## config.mk

```make
export PLATFORM = sky130hd
export DESIGN_NAME = oled_serial_receiver
export DESIGN_NICKNAME = d
export VERILOG_FILES = /design/src/rtl/oled_serial_receiver.sv
export SDC_FILE = /design/constraint.sdc
export NUM_CORES = 1
export LEC_CHECK = 0
export BUFFER_PORTS_ARGS = -buffer_cell sky130_fd_sc_hd__buf_2
export CAP_MARGIN = 0
export CORE_AREA = 2 2 66 68
export CTS_CLUSTER_DIAMETER = 60
export DETAILED_ROUTE_END_ITERATION = 16
export DIE_AREA = 0 0 68 70
export PLACE_DENSITY = 0.77
export SYNTH_ARGS = -nofsm -noshare
export SYNTH_HDL_FRONTEND = slang
export SYNTH_SLANG_ARGS = --single-unit
```

## constraint.sdc

```tcl
create_clock -name sclk -period 2.3 [get_ports sclk]
set_input_delay 0.345 -clock sclk [delete_from_list [all_inputs] [get_ports sclk]]
set_output_delay 0.345 -clock sclk [all_outputs]
set_load 0.02 [all_outputs]
```

## src/rtl/oled_serial_receiver.sv

```systemverilog
// oled_serial_receiver: LSB-first serial frame capture into a valid/ready FIFO
// Optional saturating overflow counter output enabled by OLED_RX_OVF_CNT_EN.
module oled_serial_receiver #(
  parameter int DATA_WIDTH = 8,
  parameter int FIFO_DEPTH = 4
) (
  input  logic                  sclk,
  input  logic                  rst_n,
  input  logic                  mosi,
  input  logic                  cs,
  output logic [DATA_WIDTH-1:0] rdata,
  output logic                  rdata_valid,
  input  logic                  rdata_ready,
  output logic                  frame_err,
  output logic                  overflow,
  output logic                  busy
`ifdef OLED_RX_OVF_CNT_EN
  ,
  output logic [7:0]            ovf_count
`endif
);
  localparam int CW = $clog2(DATA_WIDTH);
  localparam int AW = $clog2(FIFO_DEPTH);
  localparam logic [1:0] IDLE = 2'd0;
  localparam logic [1:0] SHIFT = 2'd1;
  localparam logic [1:0] ERR = 2'd2;
  logic [1:0] state, state_nxt;
  logic [CW-1:0] count;
  logic [DATA_WIDTH-1:0] shifter, word;
  logic [DATA_WIDTH-1:0] mem [FIFO_DEPTH];
  logic [AW:0] wptr, rptr;
  logic last, pop, full, empty, wr;
  always_comb begin
    word = {mosi, shifter[DATA_WIDTH-1:1]};
    last = !cs && count == CW'(DATA_WIDTH - 1);
    empty = wptr == rptr;
    full = (wptr ^ rptr) == {1'b1, {AW{1'b0}}};
    rdata_valid = !empty;
    pop = rdata_valid && rdata_ready;
    wr = last && (!full || pop);
    rdata = empty ? '0 : mem[rptr[AW-1:0]];
    busy = rst_n && (!cs || count != '0);
    frame_err = state == ERR;
    state_nxt = !cs ? SHIFT : (count != '0) ? ERR : IDLE;
  end
  always_ff @(posedge sclk or negedge rst_n)
    if (!rst_n) begin
      state <= IDLE;
      count <= '0;
      shifter <= '0;
      wptr <= '0;
      rptr <= '0;
      overflow <= 1'b0;
    end else begin
      state <= state_nxt;
      overflow <= last && full && !pop;
      if (!cs) begin
        shifter <= word;
        count <= last ? '0 : count + CW'(1);
      end else count <= '0;
      if (wr) wptr <= wptr + (AW + 1)'(1);
      if (pop) rptr <= rptr + (AW + 1)'(1);
    end
  // storage needs no reset: rdata is masked while the FIFO is empty
  always_ff @(posedge sclk)
    if (wr) mem[wptr[AW-1:0]] <= word;
`ifdef OLED_RX_OVF_CNT_EN
  always_ff @(posedge sclk or negedge rst_n)
    if (!rst_n) ovf_count <= '0;
    else if (overflow && ovf_count != 8'hFF) ovf_count <= ovf_count + 8'd1;
`endif
endmodule

```

==> results.txt, run 1 <==
Startpoint types: register
Die ar.: 4760 sq um
Critical Path Sink Type: primary output
Worst EP arrival: 1.82 ns
DIE HEIGHT: 70 microns
Num rows: 24
Layout fillers: 312
Finished Layout Cells: 203
TritonRoute pass-1 iters: 5
Final Hold Slack: 0.00606 ns
Port bufs: 16
Clock sink count: 51
Power, Total: 0.00249 W
Fmax: 462 MHz
Worst slew pin tran: 0.413 ns
Place WS: 0.387 ns
Core ar.: 4140 sq um
Wirelength per Cell: 16.6 microns
Die X: 68 microns
Max rail drop VDD: 0.384 mV
Period utilization: 94.2%
Top-count cell post-synth: edfxtp_1
Dpl cells: 195
Reg2Reg Setup Slack: 0.42 ns
Final setup fails: 0
Syn nets: 139
Syn. warnings: 0
Kind of critical path: register to primary output
I/O pin cnt: 17
CP Data Required Time: 1.96 ns
First-pass GRT wire length: 5820 microns
Setup bufs post-CTS: 0
Fin crit period: 2.17 ns
Total number of vias: 1108
Htree depth: 2
Post-synth EDFFs: 32
Worst slew margin: 72.4%
Num CTS Buffers: 5
Post-synthesis sequential element count: 51
Drc violations: 0
Initial Utilization: 52.6%
Leakage power: 0.936 nW
Dpl hpwl: 2400 microns
Detailed Route Iter0 Violations: 42
Area growth, synth to finish: 11.4%
HP Class: input pin to async pin
Worst-path fanout max: 8
Vias in the first global route: 1207
Proportion of layout cells with a drive suffix above 1: 33.1%
Fin nets: 163
Vias per cell: 5.46
Largest net degree at the start of global routing: 20
Post-synthesis cell count: 126
Number of max-cap violations: 0
Clock slew at reported path FFs: 0.09 ns
Post-synthesis sequential area ratio: 65.9%
Setup TNS: 0 ns
Post-synth top area share: 44.1%
CTS max path bufs: 2
Drt total wl: 3370 microns
Total Routing Usage GR: 17.2%
Detail Route Antenna Nets: 0
Root Buffer: clkbuf_8
N_diodes: 0
PnR worst setup slack: 0.134 ns
Synth Flop Type: edfxtp_1
Max Clock Skew: 0.00481 ns
CTS tree: built
Max-slew violations: 0
Top cells by area in the synthesized netlist: edfxtp_1, dfrtp_1, mux4_2, ha_1, mux2_2
Cell Area, Synth: 2180 sq um
Async SR Flop Fraction: 37.3%
Gr ovfl total: 0
RSZ-0062 raised after global routing: no
Antenna violations before repair: 0
Dominant cell type by area after synthesis: edfxtp_1
Skew-Pair Late Insertion Delay: 0.29 ns
Final Hold Fails: 0
Post-synth top cells: edfxtp_1, dfrtp_1, nor2b_1
Synth Area per Inst: 17.3 sq um
Synth cell types: 29
Outcome: finished, final reports clean
RD Place Congestion: 0.704
Cell Pwr Density: 1030 nW/um^2
-- routing by layer --
metal	up-vias	global-route usage, %	part of all wire (%)
li1	513	-	-
met1	568	19.3	39
met2	18	29.8	55
met3	9	5.48	3.6
met4	0	6.67	2.1
met5	-	0	0
-- worst max-delay path, stage by stage (launching register included) --
cell and delay, ns:
dfrtp_1 0.46, buf_6 0.20, mux4_1 0.54, nor2b_1 0.14, buf_2 0.17
-- logic make-up (layout without fill, tap and decap cells) --
group	count (synthesis)	count (layout)	synth area share [%]
buf+inv	11	36	2.41
fa+ha+maj	8	8	4.60
compound gates	6	6	2.70
mux	17	17	13.3
flops	51	51	65.9
simple gates	25	25	7.52
xor+xnor	8	8	3.56
-- layout by cell type (no fill, tap or decap), types with 2 or more instances in the layout --
cell / count
nor2b_1: 10
inv_1: 8
dfrtp_1: 19
edfxtp_1: 32
mux4_2: 7
nand2b_1: 2
nor3b_1: 3
o311ai_0: 2
nor2_1: 2
mux2_2: 8
xor2_1: 2
and2_2: 3
xnor2_1: 5
buf_2: 16
ha_1: 8
buf_4: 3
clkbuf_8: 5
-- flip-flops by register name, summed over array words and instances, names as in the netlist --
name / flops
rptr: 3
wptr: 3
overflow: 1
mem: 32
state: 2
count: 3
shifter: 7
-- stage by stage --
step / cell area (sq um) / utilization (%)
global route: 2430 / 58.5
finish: 2430 / 58.5
floorplan: 2180 / -
detailed placement: 2330 / 56.3
global placement: 2330 / 56.3
CTS: 2420 / 58.3
-- repair_timing --
| action | in CTS | in global routing |
|---|---|---|
| endpoints found under the setup margin | 0 | 5 |
| resized for setup | 0 | 2 |
| hold buffers | 0 | 0 |
-- cell type report --
cell class,count,area [sq um],share of cell area [%]
sequential,51,1440,59.2
multi-input combinational,64,696,28.7
clock buffer,6,72.6,2.99
inverter,8,30.0,1.24
clock inverter,2,12.5,0.516
timing repair buffer,20,114,4.69
tap,52,65.1,2.68
-- power by group --
part | leakage [nW] | switching (W) | internal [W]
Clock | 0.0428 | 0.000268 | 0.000213
Combinational | 0.373 | 0.000447 | 0.000384
Sequential | 0.520 | 0.000102 | 0.00108
Total | 0.936 | 0.000817 | 0.00168
-- path summary, 6_finish.rpt --
kind                                from          to  depth (start not counted)
worst min-delay path               rst_n  shifter[5]                          2
worst min register to register  count[0]    count[0]                          1
min in group sclk                   mosi   mem[3][7]                          1
max in group asynchronous          rst_n  shifter[6]                          2
worst max register to register  count[0]   mem[0][5]                          5
worst max-delay path             rptr[0]    rdata[3]                          4
Note: power is estimated with default switching activity, not from simulation.
==> run 2: changes to the inputs <==
--- a/config.mk
+++ b/config.mk
@@ -5,13 +5,13 @@
 export SDC_FILE = /design/constraint.sdc
 export NUM_CORES = 1
 export LEC_CHECK = 0
-export BUFFER_PORTS_ARGS = -buffer_cell sky130_fd_sc_hd__buf_2
 export CAP_MARGIN = 0
 export CORE_AREA = 2 2 66 68
 export CTS_CLUSTER_DIAMETER = 60
 export DETAILED_ROUTE_END_ITERATION = 16
 export DIE_AREA = 0 0 68 70
-export PLACE_DENSITY = 0.77
+export DONT_BUFFER_PORTS = 1
+export PLACE_DENSITY = 0.73
 export SYNTH_ARGS = -nofsm -noshare
 export SYNTH_HDL_FRONTEND = slang
 export SYNTH_SLANG_ARGS = --single-unit
==> constraint.sdc (replaced) <==
create_clock -name sclk -period 2.55 [get_ports sclk]
set_input_delay 0.3825 -clock sclk [delete_from_list [all_inputs] [get_ports sclk]]
set_output_delay 0.3825 -clock sclk [all_outputs]
set_load 0.02 [all_outputs]
==> run 2 against run 1 <==
Sequential share of layout area rose by 1.4 points; flip-flop and latch count is the same; routed wire length increased by 5.0%; setup slack improved by 0.17 ns; first-iteration DRC count rose by 48%; highest routed layer unchanged; utilization fell by 1.4 points; worst hold slack gained 0.13 ns; largest power group unchanged; power fell by 8.9%; die area unchanged.
==> results.txt, run 2 (synthesized netlist as in run 1, its figures left out) <==
Dpl cells: 177 (was 195)
Htree depth: 2 (unchanged)
Core ar.: 4140 sq um (unchanged)
Detail Route Antenna Nets: 0 (unchanged)
CTS tree: built (unchanged)
CP peak stage delay: 0.68 ns (was 0.54 ns)
Commonest non-fill, non-tap cells in the layout: edfxtp_1, dfrtp_1, nor2b_1 (was edfxtp_1, dfrtp_1, buf_2, nor2b_1)
Gr ovfl total: 0 (unchanged)
Outcome: finished, final reports clean (unchanged)
Initial Utilization: 52.6% (unchanged)
HP Class: input pin to register (was input pin to async pin)
Max reg flops: 32 (unchanged)
Reg2Reg Depth: 3 (was 5)
I/O pin cnt: 17 (unchanged)
Power, Total: 0.00227 W (was 0.00249 W)
Critical Path Sink: rdata[3] (unchanged)
Die ar.: 4760 sq um (unchanged)
PnR worst setup slack: 0.305 ns (was 0.134 ns)
Worst slew pin tran: 0.927 ns (was 0.413 ns)
Detailed Route Iter0 Violations: 62 (was 42)
Skew-Pair Late Insertion Delay: 0.30 ns (was 0.29 ns)
Max rail drop VDD: 0.357 mV (was 0.384 mV)
Worst path cell trace: xor2_1 > nor3_4 > nor2b_1 (was buf_6 > mux4_1 > nor2b_1 > buf_2)
Port bufs: 0 (was 16)
Setup bufs post-CTS: 0 (unchanged)
Clock sink count: 51 (unchanged)
Family with the most delay on the worst path: flip-flops (was multiplexers)
Startpoint types: register (unchanged)
Die X: 68 microns (unchanged)
Total Routing Usage GR: 18.0% (was 17.2%)
Critical Path Sink Type: primary output (unchanged)
Period utilization: 88.0%
Fmax: 445 MHz
R2r startpoint: rptr[1] (was count[0])
Dpl hpwl: 2380 microns (was 2400 microns)
Slowest stage cell, crit path: dfrtp_1 (was mux4_1)
Worst slew margin: 38.0% (was 72.4%)
Total number of vias: 1029 (was 1108)
First-pass GRT wire length: 5900 microns (was 5820 microns)
CP Data Required Time: 2.17 ns (was 1.96 ns)
CTS max path bufs: 2 (unchanged)
Leakage power: 0.879 nW (was 0.936 nW)
RSZ-0062 raised after global routing: no (unchanged)
TritonRoute pass-1 iters: 4 (was 5)
Most common cell after layout, fill and taps aside: edfxtp_1 (unchanged)
Cell Pwr Density: 959 nW/um^2 (was 1030 nW/um^2)
Reg2Reg Setup Slack: 0.64 ns (was 0.42 ns)
Vias in the first global route: 1165 (was 1207)
Drt total wl: 3540 microns (was 3370 microns)
Area growth, synth to finish: 8.73% (was 11.4%)
Place WS: 0.448 ns (was 0.387 ns)
Antenna violations before repair: 0 (unchanged)
Num rows: 24 (unchanged)
RD Place Congestion: 0.701 (was 0.704)
DIE HEIGHT: 70 microns (unchanged)
Worst path depth: 3 (was 4)
Worst EP arrival: 1.86 ns (was 1.82 ns)
Layout fillers: 329 (was 312)
Proportion of layout cells with a drive suffix above 1: 25.4% (was 33.1%)
Reg2Reg Capture Point: mem[0][3] (was mem[0][5])
Worst-path fanout max: 12 (was 8)
Fin nets: 146 (was 163)
Setup TNS: 0 ns (unchanged)
Max Clock Skew: 0.00462 ns (was 0.00481 ns)
Fin crit period: 2.25 ns
Kind of critical path: register to primary output (unchanged)
Finished Layout Cells: 186 (was 203)
Clock slew at reported path FFs: 0.09 ns (about the same)
Vias per cell: 5.53 (was 5.46)
Max-slew violations: 0 (unchanged)
Largest net degree at the start of global routing: 20 (unchanged)
N_diodes: 0 (unchanged)
Root Buffer: clkbuf_8 (unchanged)
Final setup fails: 0 (unchanged)
Num CTS Buffers: 5 (unchanged)
Final Hold Fails: 0 (unchanged)
Number of max-cap violations: 0 (unchanged)
Wirelength per Cell: 19.0 microns (was 16.6 microns)
CP Launch Point: rptr[1] (was rptr[0])
Critical path buffer and inverter count: 0 (was 2)
Drc violations: 0 (unchanged)
[run 2: cell types whose count changed in the layout (fill, tap and decap cells not counted), sizes merged]
cell / previous run / this run
inv: 8 / 9
dlygate4sd3: 0 / 1
bufinv: 0 / 1
clkinv: 2 / 1
buf: 20 / 2
clkbuf: 6 / 5
[run 2: report_power, final]
group / internal, W / switching [W]
clock network: 0.000297 / 0.000261
registers: 0.000973 / 0.000127
logic: 0.000268 / 0.000345
total: 0.00154 / 0.000733
[run 2: how the worst min path moves through the flow]
stage / slack (ns) / to / start / cells after the start
floorplan: 0.09 / count[0] / rst_n / 0
global placement: 0.09 / state[0] / rst_n / 0
detailed placement: 0.09 / overflow / rst_n / 0
CTS: 0.12 / count[0] / cs / 1
global route: 0.12 / count[0] / cs / 1
finish: 0.13 / count[0] / cs / 1
[run 2: routing by layer]
layer	part of all wire (%)	global-route usage, %	wire length, microns
met5	0	0	0
met2	55	31.2	1940
met1	40	20.7	1400
met4	1.6	6.67	58
met3	4.1	5.31	144
[run 2: metrics by stage]
step | util, % | instance area, sq um | hold WS, ns
after floorplan | - | 2180 | 0.0869
after global placement | 54.0 | 2240 | 0.0874
after detailed placement | 54.0 | 2240 | 0.0873
after CTS | 57.0 | 2360 | 0.122
after global routing | 57.2 | 2370 | 0.116
final | 57.2 | 2370 | 0.135
[run 2: what timing repair did]
item | 4_1_cts | 5_1_grt
hold buffers | 1 | 0
hold endpoints to repair | 19 | 0
gates resized for setup | 0 | 1
setup endpoints to repair | 0 | 9
[run 2: worst register-to-register path: cells and delay by family (launching register included)]
family,cells,cell delay [ns]
AND/OR/NAND/NOR,1,0.35
flip-flops,1,0.68
AO/OA/AOI/OAI,1,0.35
XOR/XNOR,1,0.22
[run 2: layout make-up]
type / count / area (sq um) / area share (%)
well taps: 52 / 65.1 / 2.75
inverters: 8 / 30.0 / 1.27
multi-input cells: 64 / 696 / 29.4
flip-flops and latches: 51 / 1440 / 60.6
repair buffers: 3 / 25.0 / 1.06
clock inverters: 3 / 47.5 / 2.01
clock buffers: 5 / 68.8 / 2.91
